## src/rtl/seq_ctrl_if.sv

```systemverilog
// Handshake and control bundle between the run sequencer and its surroundings
// (TopLevel pins, fetch unit, data memory).
interface seq_ctrl_if #(
  parameter int CNT_W = 16
);
  logic             Start;
  logic [8:0]       Instruction;
  logic             mem_ready;
  logic             pc_init;
  logic             pc_en;
  logic             mem_req;
  logic             Ack;
  logic             timeout_err;
  logic [CNT_W-1:0] cycle_count;

  // Environment side: drives the request, instruction word and memory ready.
  modport master (
    output Start, Instruction, mem_ready,
    input  pc_init, pc_en, mem_req, Ack, timeout_err, cycle_count
  );

  // Sequencer side.
  modport slave (
    input  Start, Instruction, mem_ready,
    output pc_init, pc_en, mem_req, Ack, timeout_err, cycle_count
  );
endinterface

```

## src/rtl/seq_ctrl.sv

```systemverilog
// Run sequencer for the 9-bit core: Start/Ack handshake, PC init/advance,
// PC stall across multi-cycle loads/stores, cycle counter and memory timeout.
module seq_ctrl #(
  parameter int         CNT_W       = 16,
  parameter int         MEM_TIMEOUT = 15,      // 1..255
  parameter logic [8:0] HALT_INSTR  = 9'h1FF,
  parameter logic [2:0] OP_LW       = 3'b100,  // opcode field Instruction[8:6]
  parameter logic [2:0] OP_SW       = 3'b101
) (
  input  logic      Clk,
  input  logic      Reset_n,
  seq_ctrl_if.slave bus
);

  typedef enum logic [2:0] {
    IDLE     = 3'd0,
    INIT     = 3'd1,
    RUN      = 3'd2,
    MEM_WAIT = 3'd3,
    DONE     = 3'd4
  } state_t;

  state_t           state_q, state_d;
  logic [7:0]       wait_q, wait_d;
  logic [CNT_W-1:0] cnt_q, cnt_d;
  logic             terr_q, terr_d;
  logic             pc_init, pc_en, mem_req;
  logic             is_mem;

  assign is_mem = (bus.Instruction[8:6] == OP_LW) || (bus.Instruction[8:6] == OP_SW);

  // State, wait counter, cycle counter and sticky timeout flag.
  always_ff @(posedge Clk or negedge Reset_n) begin
    if (!Reset_n) begin
      state_q <= IDLE;
      wait_q  <= '0;
      cnt_q   <= '0;
      terr_q  <= 1'b0;
    end else begin
      state_q <= state_d;
      wait_q  <= wait_d;
      cnt_q   <= cnt_d;
      terr_q  <= terr_d;
    end
  end

  // Next-state and combinational control outputs.
  always_comb begin
    state_d = state_q;
    wait_d  = wait_q;
    cnt_d   = cnt_q;
    terr_d  = terr_q;
    pc_init = 1'b0;
    pc_en   = 1'b0;
    mem_req = 1'b0;

    case (state_q)
      IDLE: begin
        if (bus.Start) state_d = INIT;
      end
      INIT: begin
        pc_init = 1'b1;
        wait_d  = '0;
        if (!bus.Start) state_d = RUN;
      end
      RUN: begin
        // Start aborts before anything else; HALT is checked before opcode decode.
        if (bus.Start) begin
          state_d = INIT;
        end else if (bus.Instruction == HALT_INSTR) begin
          state_d = DONE;
        end else if (is_mem) begin
          mem_req = 1'b1;
          if (bus.mem_ready) begin
            pc_en = 1'b1;
          end else begin
            state_d = MEM_WAIT;
            wait_d  = 8'd1;
          end
        end else begin
          pc_en = 1'b1;
        end
      end
      MEM_WAIT: begin
        if (bus.Start) begin
          state_d = INIT;
        end else if (bus.mem_ready) begin
          mem_req = 1'b1;
          pc_en   = 1'b1;
          state_d = RUN;
          wait_d  = '0;
        end else if (wait_q == 8'(MEM_TIMEOUT)) begin
          state_d = DONE;
          terr_d  = 1'b1;
          wait_d  = '0;
        end else begin
          mem_req = 1'b1;
          wait_d  = wait_q + 8'd1;
        end
      end
      DONE: begin
        if (bus.Start) state_d = INIT;
      end
      default: begin
        state_d = IDLE;
      end
    endcase

    // Count active cycles, saturating at all-ones.
    if (((state_q == RUN) || (state_q == MEM_WAIT)) && (cnt_q != {CNT_W{1'b1}}))
      cnt_d = cnt_q + CNT_W'(1);

    // Entering or sitting in INIT starts a fresh run: counters and error clear,
    // so the first INIT cycle already shows the cleared values.
    if (state_d == INIT) begin
      cnt_d  = '0;
      terr_d = 1'b0;
      wait_d = '0;
    end
  end

  assign bus.pc_init     = pc_init;
  assign bus.pc_en       = pc_en;
  assign bus.mem_req     = mem_req;
  assign bus.Ack         = (state_q == DONE);
  assign bus.timeout_err = terr_q;
  assign bus.cycle_count = cnt_q;

endmodule

```

## src/flat_wrapper.sv

```systemverilog
// flat-port wrapper written by rule: the top's interface ports become plain ports
module seq_ctrl_flat 
#(
  parameter int         CNT_W       = 16,
  parameter int         MEM_TIMEOUT = 15,               
  parameter logic [8:0] HALT_INSTR  = 9'h1FF,
  parameter logic [2:0] OP_LW       = 3'b100,                                  
  parameter logic [2:0] OP_SW       = 3'b101
)
  (Clk, Reset_n, bus_Start, bus_Instruction, bus_mem_ready, bus_pc_init, bus_pc_en, bus_mem_req, bus_Ack, bus_timeout_err, bus_cycle_count);
  seq_ctrl_if #(.CNT_W(CNT_W)) bus_i ();
  input  logic Clk;
  input  logic Reset_n;
  input wire logic [$bits(bus_i.Start)-1:0] bus_Start;
  input wire logic [$bits(bus_i.Instruction)-1:0] bus_Instruction;
  input wire logic [$bits(bus_i.mem_ready)-1:0] bus_mem_ready;
  output wire logic [$bits(bus_i.pc_init)-1:0] bus_pc_init;
  output wire logic [$bits(bus_i.pc_en)-1:0] bus_pc_en;
  output wire logic [$bits(bus_i.mem_req)-1:0] bus_mem_req;
  output wire logic [$bits(bus_i.Ack)-1:0] bus_Ack;
  output wire logic [$bits(bus_i.timeout_err)-1:0] bus_timeout_err;
  output wire logic [$bits(bus_i.cycle_count)-1:0] bus_cycle_count;
  assign bus_i.Start = bus_Start;
  assign bus_i.Instruction = bus_Instruction;
  assign bus_i.mem_ready = bus_mem_ready;
  assign bus_pc_init = bus_i.pc_init;
  assign bus_pc_en = bus_i.pc_en;
  assign bus_mem_req = bus_i.mem_req;
  assign bus_Ack = bus_i.Ack;
  assign bus_timeout_err = bus_i.timeout_err;
  assign bus_cycle_count = bus_i.cycle_count;
  seq_ctrl #(.CNT_W(CNT_W), .MEM_TIMEOUT(MEM_TIMEOUT), .HALT_INSTR(HALT_INSTR), .OP_LW(OP_LW), .OP_SW(OP_SW)) u_core (.Clk(Clk), .Reset_n(Reset_n), .bus(bus_i));
endmodule
```

## config.mk

```make
export PLATFORM = sky130hd
export DESIGN_NAME = seq_ctrl_flat
export DESIGN_NICKNAME = d
export VERILOG_FILES = /design/src/rtl/seq_ctrl_if.sv /design/src/rtl/seq_ctrl.sv /design/src/flat_wrapper.sv
export SDC_FILE = /design/constraint.sdc
export NUM_CORES = 1
export LEC_CHECK = 0
export ABC_AREA = 0
export CAP_MARGIN = 0
export CORE_MARGIN = 2
export CORE_UTILIZATION = 51
export DETAILED_ROUTE_END_ITERATION = 6
export GPL_ROUTABILITY_DRIVEN = 1
export PLACE_DENSITY = 0.85
export SLEW_MARGIN = 20
export SYNTH_ARGS = -nofsm -noshare
export SYNTH_HDL_FRONTEND = slang
export SYNTH_SLANG_ARGS = --single-unit
```

## constraint.sdc

```tcl
create_clock -name Clk -period 4.6 [get_ports Clk]
set_input_delay 0.92 -clock Clk [delete_from_list [all_inputs] [get_ports Clk]]
set_output_delay 0.92 -clock Clk [all_outputs]
set_load 0.005 [all_outputs]
```

# Yosys cells after proc, flatten, opt, wreduce, memory -nomap -nowiden

Index checks and enable logic that the tools add are counted.

$add $sub $neg: 2
Equality and inequality tests: 17
Mux-type cells: 40
Reduce and logical (&&, ||, !) cells: 11

Operators with widths:

| cell                  | count |
|---|---|
| $mux 8                | 8 |
| $mux 16               | 2 |
| $mux 3                | 9 |
| $pmux 8 s3            | 1 |
| $mux 1                | 17 |
| $add 16x1->16 const B | 1 |
| $ne 16x16->1 const B  | 1 |
| $ne 3x3->1 const B    | 4 |
| $pmux 3 s4            | 1 |
| $eq 3x3->1 const B    | 3 |
| $eq 9x9->1 const B    | 1 |
| $add 8x1->8 const B   | 1 |
| $eq 8x4->1 const B    | 1 |
| $eq 3x1->1 const B    | 2 |
| $eq 3x2->1 const B    | 2 |
| $reduce_and 6->1      | 1 |
| $reduce_bool 2->1     | 3 |
| $ne 2x1->1 const B    | 2 |
| $pmux 1 s2            | 2 |
| $reduce_and 4->1      | 1 |
| $reduce_bool 4->1     | 1 |
| $logic_not 3->1       | 1 |
| $ne 3x2->1 const B    | 1 |
| $logic_or 1x1->1      | 2 |
| other kinds (2)       | 2 |

Register bits after elaboration: 28
Output and inout port bits: 21

# Logic depth before layout (Yosys ltp)

Gate-level depths: netlist of the first run.

Depth in word-level cells: 9
Gate-level depth with buffers: 6
Depth with buffers taken out: 5

# Least setup slack after synthesis of the first run

No wires, ideal clock.

Kind: input-to-output
Start point: in bus_Instruction[3]
End point: out bus_pc_en
Data arrival time: 1.679 ns
Slack: 2.001 ns
Cell stages on the path: 4
Cells stage by stage: nand4_1 > nor3_1 > o21ai_0 > a41o_1

Longest elaborated chain between the ends: 4

RTL lines:

| element     | line               | source |
|---|---|---|
| from (decl) | flat_wrapper.sv:15 | `input wire logic [$bits(bus_i.Instruction)-1:0] bus_Instruction;` |
| $eq 9x9->1  | seq_ctrl.sv:70     | `end else if (bus.Instruction == HALT_INSTR) begin` |
| $mux 1      | seq_ctrl.sv:70     |  |
| $mux 1      | seq_ctrl.sv:68     | `if (bus.Start) begin` |
| $pmux 1 s2  | seq_ctrl.sv:57     | `case (state_q)` |
| to (decl)   | flat_wrapper.sv:18 | `output wire logic [$bits(bus_i.pc_en)-1:0] bus_pc_en;` |

Every way passes these cells.

# Worst setup path in the final report of the first run

Start point: in bus_Start
End point: out bus_pc_en

Longest elaborated chain between the ends: 2
Elaborated cells between the ends (all ways): 3

RTL lines:

| element                   | line                           | source |
|---|---|---|
| from (decl)               | flat_wrapper.sv:14             | `input wire logic [$bits(bus_i.Start)-1:0] bus_Start;` |
| $mux 1 (on tied branches) | seq_ctrl.sv:85, seq_ctrl.sv:68 |  |
| $pmux 1 s2 *              | seq_ctrl.sv:57                 |  |

Every way passes the cells marked *; elsewhere a longest branch is shown, timed or not.

==> metrics.txt, run 1 <==
Resized cells post-CTS=0; Port-buffer cells=33; Top Layer Used=met4; Core Region=3284 um^2; M1 WL=between 1500 and 2000 um; kind of cell adding the most delay to the critical path=buffers and inverters; Syn. warnings=0; first-pass GRT wire length=about 6500 um; critical path arrival=2650 ps; HPWL after DPL=roughly 2800 um; Vias=~1.7k; most frequent cell on the critical path=clkdlybuf4s50_1; P_leak=0.7981 nW; Initial Util=0.5215; Via density=6.072; CP Launch Type=input pin; post-synthesis instance area=1713 um^2; Max-cap violations=0; Yosys reg bits=28; htree depth=1; gpl congestion=0.8466; Max Slew Vio Count=0; final hold vios=0; worst skew pair latency=about 330 ps; number of antenna violations at the first check in global routing=0; setup TNS=0 ps; Setup crit end kind=output pin; vias in the first global route=~1.4k; Worst R2R Start=u_core.wait_q[5]$_DFFE_PN0P_; GRT Util Overall=0.2212; EDFF count, synth=0; area of the die=3838 um^2; PwrDens=roughly 200 nW/um^2; Die Height=61.96 um; Setup Viol. Count Final=0; syn_nets=~210; row count=21; critical path's largest stage delay=~540 ps; Crit-path slowest cell=clkdlybuf4s50_1; Clock Skew=approximately 4.9 ps; # DRC=0; deepest clock path buffer count=2; Total Wirelength=roughly 3800 um; unrepaired setup endpoints after global routing=no; ranking of synthesized cells by area=dfrtp_1 41%, nand2_1 5.3%, a21oi_1 4.4%, nand3_1 4.4%, o21ai_0 3.5%; routed length on met3=158 um; Req. time, crit path=roughly 3700 ps; CTS tree=done; pin count of the biggest net entering global routing=29; Synth cell types=between 40 and 50; antenna violation net count after detailed routing=0; grt total ovfl=0; crit path buf inv count=2; top cell type's share of synthesized area=0.4091; hold_buf cts=0; router iterations before antenna repair=4; DR WL/cell=roughly 14 um; io pins=34; layout cells sized above 1=0.04783; measured slew at the worst slew-check pin=813.0 ps; CTS Sinks=28; CTS buffer count=3; Slew HR=0.4530; syn avg cell area=about 8.6 um^2; Hold Crit Class=reg2reg; period utilization=0.7763; Cell Chain, Critical Path=clkdlybuf4s50_1, nand2b_1, nor4b_1, a41o_1, clkdlybuf4s50_1; Die W=between 60 and 70 um; fin crit period=~3600 ps; DR iter-0 viols=60; Crit. Startpoint=bus_Start; Worst VDD drop=0.1079 mV; final core utilization=0.6446; Gate Count Post-Synth=approximately 200; Worst Hold Launch=u_core.bus.cycle_count[9]$_DFFE_PN0P_; fmax=between 200 and 300 MHz; area growth from synthesis to layout=23.59%; met2 WL=approximately 1800 um; Seq/Total Area, Yosys=0.4091; cell taking the most area after synthesis=dfrtp_1; ant diodes=0; ys async rst share=1.000; CTS Root Cell=clkbuf_4; Final Net Count=about 250; CP Class=in2out; status=complete, no violations; Synth Flop Type=dfrtp_1; setup bufs post-CTS=0; clk slew on worst S/H paths=150 ps; CP Max Fanout=9
[Yosys cell counts (3+ instances only)]
cell,number
a211oi_1,3
o21a_1,3
a31oi_1,8
nor4_1,3
and3_1,3
clkbuf_1,5
a21oi_1,15
dfrtp_1,28
nand2b_1,7
a311oi_1,3
nand3_1,15
nor3_1,10
mux2i_1,4
nor2_1,11
nand4_1,4
o21ai_0,12
nand2_1,24
inv_1,5
[worst register-to-register path: cells and delay by family (launching register included)]
kind / cells / cell delay (ps)
AO/OA/AOI/OAI: 3 / 800
AND/OR/NAND/NOR: 1 / 740
flip-flops: 1 / 480
[metrics by stage]
step           area, um^2  hold WS (ps)  setup WS (ps)   power, W  cells
2_1_floorplan        1713         486.0           2001  0.0002867    199
3_3_place_gp         2081         489.0           1049  0.0003155    272
3_5_place_dp         2081         508.4           1009  0.0003165    272
4_1_cts              2117         534.5           1009  0.0004365    276
5_1_grt              2117         559.4          846.3  0.0004554    276
6_report             2117         527.7           1029  0.0004345    276
[registers in the layout, indices dropped and copies added (netlist names)]
| name | flops |
|---|---|
| u_core.bus.timeout_err | 1 |
| u_core.state_q | 3 |
| u_core.bus.cycle_count | 16 |
| u_core.wait_q | 8 |
[per-layer routing]
metal  global-route usage  up-vias
met5                    0        -
met4              0.05775        0
met3              0.02277        5
met2               0.3393       47
met1               0.3333      805
li1                     -      819
[logic make-up (layout without fill, tap and decap cells)]
logic type / count (synthesis) / in the layout / synth area share
flip-flops: 28 / 28 / 0.4091
XOR/XNOR: 1 / 1 / 0.005114
AO/OA/AOI/OAI: 54 / 54 / 0.2009
multiplexers: 4 / 4 / 0.02338
buffers and inverters: 12 / 43 / 0.02702
AND/OR/NAND/NOR: 98 / 98 / 0.3199
adder cells (fa/ha/maj): 2 / 2 / 0.01461
[cells in the final DEF (no fill, tap or decap), drive strengths merged, types with 2 or more instances in the layout]
cell / instances
o21ai: 12
nor3: 11
nand2b: 7
nand3b: 2
nand2: 24
a21oi: 15
dfrtp: 28
and4b: 2
a211oi: 3
ha: 2
nor2: 11
nor4: 3
or3: 3
nand4: 5
o32ai: 2
a31oi: 8
and2: 3
and3: 3
clkbuf: 4
nor4bb: 2
clkdlybuf4s50: 33
o21a: 3
nand3: 15
mux2i: 4
inv: 5
nand4b: 2
a311oi: 3
[area by class of cell]
class,count,area (um^2)
repair buffers,34,337.8
multi-input cells,159,965.9
clock buffers,4,36.28
fillers,300,1167
well taps,46,57.56
flip-flops and latches,28,700.7
inverters,5,18.77
[path summary, 6_finish.rpt]
path                            slack [ps]  cells past startpoint                                      to
worst max-delay path                  1030                      5                               bus_pc_en
worst min-delay path                   530                      1   u_core.bus.cycle_count[9]$_DFFE_PN0P_
worst max register to register        2450                      4            u_core.wait_q[0]$_DFFE_PN0P_
worst min register to register         530                      1   u_core.bus.cycle_count[9]$_DFFE_PN0P_
max in group asynchronous             3400                      2             u_core.state_q[2]$_DFF_PN0_
min in group asynchronous              940                      2  u_core.bus.cycle_count[14]$_DFFE_PN0P_
[where the power goes]
part / total [W] / switching, W / leakage (nW) / internal, W
clock network: 0.000123 / 0.0000746 / 0.0210 / 0.0000485
registers: 0.000259 / 0.00000850 / 0.386 / 0.000250
logic: 0.0000528 / 0.0000272 / 0.392 / 0.0000256
total: 0.000435 / 0.000110 / 0.798 / 0.000324
(Power assumes the default switching activity.)
==> run 2, diff against run 1 <==
==> constraint.sdc (replaced) <==
create_clock -name Clk -period 3.3 [get_ports Clk]
set_input_delay 0.66 -clock Clk [delete_from_list [all_inputs] [get_ports Clk]]
set_output_delay 0.66 -clock Clk [all_outputs]
set_load 0.005 [all_outputs]
==> run 2 against run 1 <==
Net effect: combinational power grew 41%; cell area rose by 0.71%; non-clock buffer count up 2; clock-buffer cell count unchanged; via count is 0.18% higher; register-to-register slack got worse by 1100 ps; die area is the same; sequential share of layout area decreased by 0.23 points; clock power increased by 40%; cell count is 0.72% higher; total power increased by 40%.
==> metrics.txt, run 2 (synthesis results as in run 1) <==
switching power=0.0001547 W (+40%); Total Wirelength=3840 um (+0.34%); final hold vios=0 (unchanged); CTS buffer count=3 (unchanged); combinational power share=0.123 (about the same); ant diodes=0 (unchanged); # DRC=0 (unchanged); setup bufs post-CTS=0 (unchanged); CP Launch Type=input pin; Setup Viol. Count Final=0 (unchanged); HPWL after DPL=2793 um (+1.1%); Initial Util=0.5215 (unchanged); switching share of power=0.2546 (+0.0007132); Final Net Count=248 (+0.81%); period utilization=0.9149; GRT Util Overall=0.2143 (-0.006961); critical path arrival=2360 ps (-290 ps); Register-to-Register Path Depth=4 (unchanged); kind of cell adding the most delay to the critical path=buffers and inverters; DP Cell Count=274 (+0.74%); number of antenna violations at the first check in global routing=0 (unchanged); Worst Hold Launch=u_core.bus.timeout_err$_DFFE_PN0P_; fmax=about 330 MHz; Fin Hold WS=516.7 ps (-10.95 ps); Core Region=3284 um^2 (unchanged); row count=21 (unchanged); Cell Chain, Critical Path=clkdlybuf4s50_1, nand4_1, nor3_1, o21ai_0, a41o_1, clkdlybuf4s50_1; setup TNS=0 ps (unchanged); CTS Sinks=28 (unchanged); area of the die=3838 um^2 (unchanged); first-pass GRT wire length=6230 um (-3.9%); area growth from synthesis to layout=24.47%; layout cells sized above 1=0.05603 (+0.008208); flop2flop setup slack=1320 ps (-1130 ps); vias in the first global route=1426 (+0.99%); P_leak=0.8070 nW (+1.1%); hold path cells=2 (+1); antenna violation net count after detailed routing=0 (unchanged); Hold Path End=u_core.bus.timeout_err$_DFFE_PN0P_; Worst R2R Start=u_core.state_q[1]$_DFF_PN0_; CP Max Fanout=4 (-5); Setup crit end kind=output pin; grt total ovfl=0 (unchanged); number of flip-flops in the largest register=16 (unchanged); PwrDens=284.9 nW/um^2 (+39%); worst skew pair latency=340 ps (about the same); Die W=61.96 um (unchanged); DR iter-0 viols=98 (+63%); CTS tree=done; status=complete, no violations; Slew HR=0.4964 (+0.04341); critical path's largest stage delay=450 ps (-90 ps); DR WL/cell=13.81 um (-0.38%); fin crit period=between 3000 and 4000 ps; Die Height=61.96 um (unchanged); Via density=6.040 (-0.54%); FF-to-FF End=u_core.wait_q[2]$_DFFE_PN0P_; hold_buf cts=0 (unchanged); commonest cells after routing, fill and taps aside=33 x clkdlybuf4s50_1, 28 x dfrtp_1, 24 x nand2_1; Vias=1679 (+0.18%); Crit-path slowest cell=clkdlybuf4s50_1; crit path buf inv count=2 (unchanged); CP Class=in2out; Max Slew Vio Count=0 (unchanged); Flop pwr share=0.594 (about the same); gpl congestion=0.8334 (-1.6%); Worst VDD drop=0.1856 mV (+72%); commonest non-fill, non-tap cell in the layout=clkdlybuf4s50_1; unrepaired setup endpoints after global routing=no; deepest clock path buffer count=2 (unchanged); pin count of the biggest net entering global routing=29 (unchanged); fin cells=278 (+0.72%); Crit. Startpoint=bus_Instruction[3]; measured slew at the worst slew-check pin=748.4 ps (-64.51 ps); clock share of power=0.284 (about the same); Hold Crit Class=reg2reg; Resized cells post-CTS=0 (unchanged); clk slew on worst S/H paths=150 ps (about the same); most frequent cell on the critical path=clkdlybuf4s50_1; router iterations before antenna repair=4 (unchanged); Clock Skew=4.152 ps (-0.7588 ps); Port-buffer cells=33 (unchanged); io pins=34 (unchanged); Max-cap violations=0 (unchanged); Int Power=0.0004528 W (+40%); CTS Root Cell=clkbuf_4; Req. time, crit path=2640 ps (-1040 ps); htree depth=1 (unchanged)
run 2: final cells by class:
type | instances | area, um^2
sequential | 28 | 700.7
multi-input combinational | 159 | 965.9
clock buffer | 4 | 36.28
tap | 46 | 57.56
inverter | 5 | 18.77
timing repair buffer | 36 | 352.8
fill | 279 | 1152
run 2: worst reg2reg max path, delay by kind of cell (launching register included):
kind	cells	cell delay [ps]
AOI/OAI and AO/OA	3	710
DFF	1	670
and+or+nand+nor	1	470
run 2: metal layers:
metal / GRT usage / wire length, um / part of all wire / up-vias
met3: 0.01863 / 181 / 0.047 / 2
li1: - / - / - / 834
met5: 0 / 0 / 0 / -
met1: 0.3148 / 1862 / 0.48 / 795
met2: 0.3304 / 1782 / 0.46 / 48
met4: 0.07295 / 14 / 0.0036 / 0
run 2: worst max path at each step:
stage	slack, ps	cells past startpoint	to
after floorplan	1220	4	bus_pc_en
after global placement	280	6	bus_pc_en
after detailed placement	260	6	bus_pc_en
after CTS	270	6	bus_pc_en
after global routing	110	6	bus_pc_en
final	280	6	bus_pc_en
run 2: power by group through the flow:
stage	sequential, W	combinational [W]	clock, W
2_1_floorplan	0.000362	0.0000376	0
3_3_place_gp	0.000367	0.0000747	0
3_5_place_dp	0.000367	0.0000752	0
4_1_cts	0.000360	0.0000755	0.000177
5_1_grt	0.000362	0.0000844	0.000191
6_report	0.000361	0.0000745	0.000172
run 2: metrics by stage:
step | utilization | setup slack [ps] | area, um^2 | power, W
CTS | 0.6491 | 266.4 | 2132 | 0.0006131
floorplan | - | 1221 | 1713 | 0.0003996
global placement | 0.6381 | 277.2 | 2096 | 0.0004413
finish | 0.6491 | 280.8 | 2132 | 0.0006074
global route | 0.6491 | 108.6 | 2132 | 0.0006379
detailed placement | 0.6381 | 263.5 | 2096 | 0.0004419
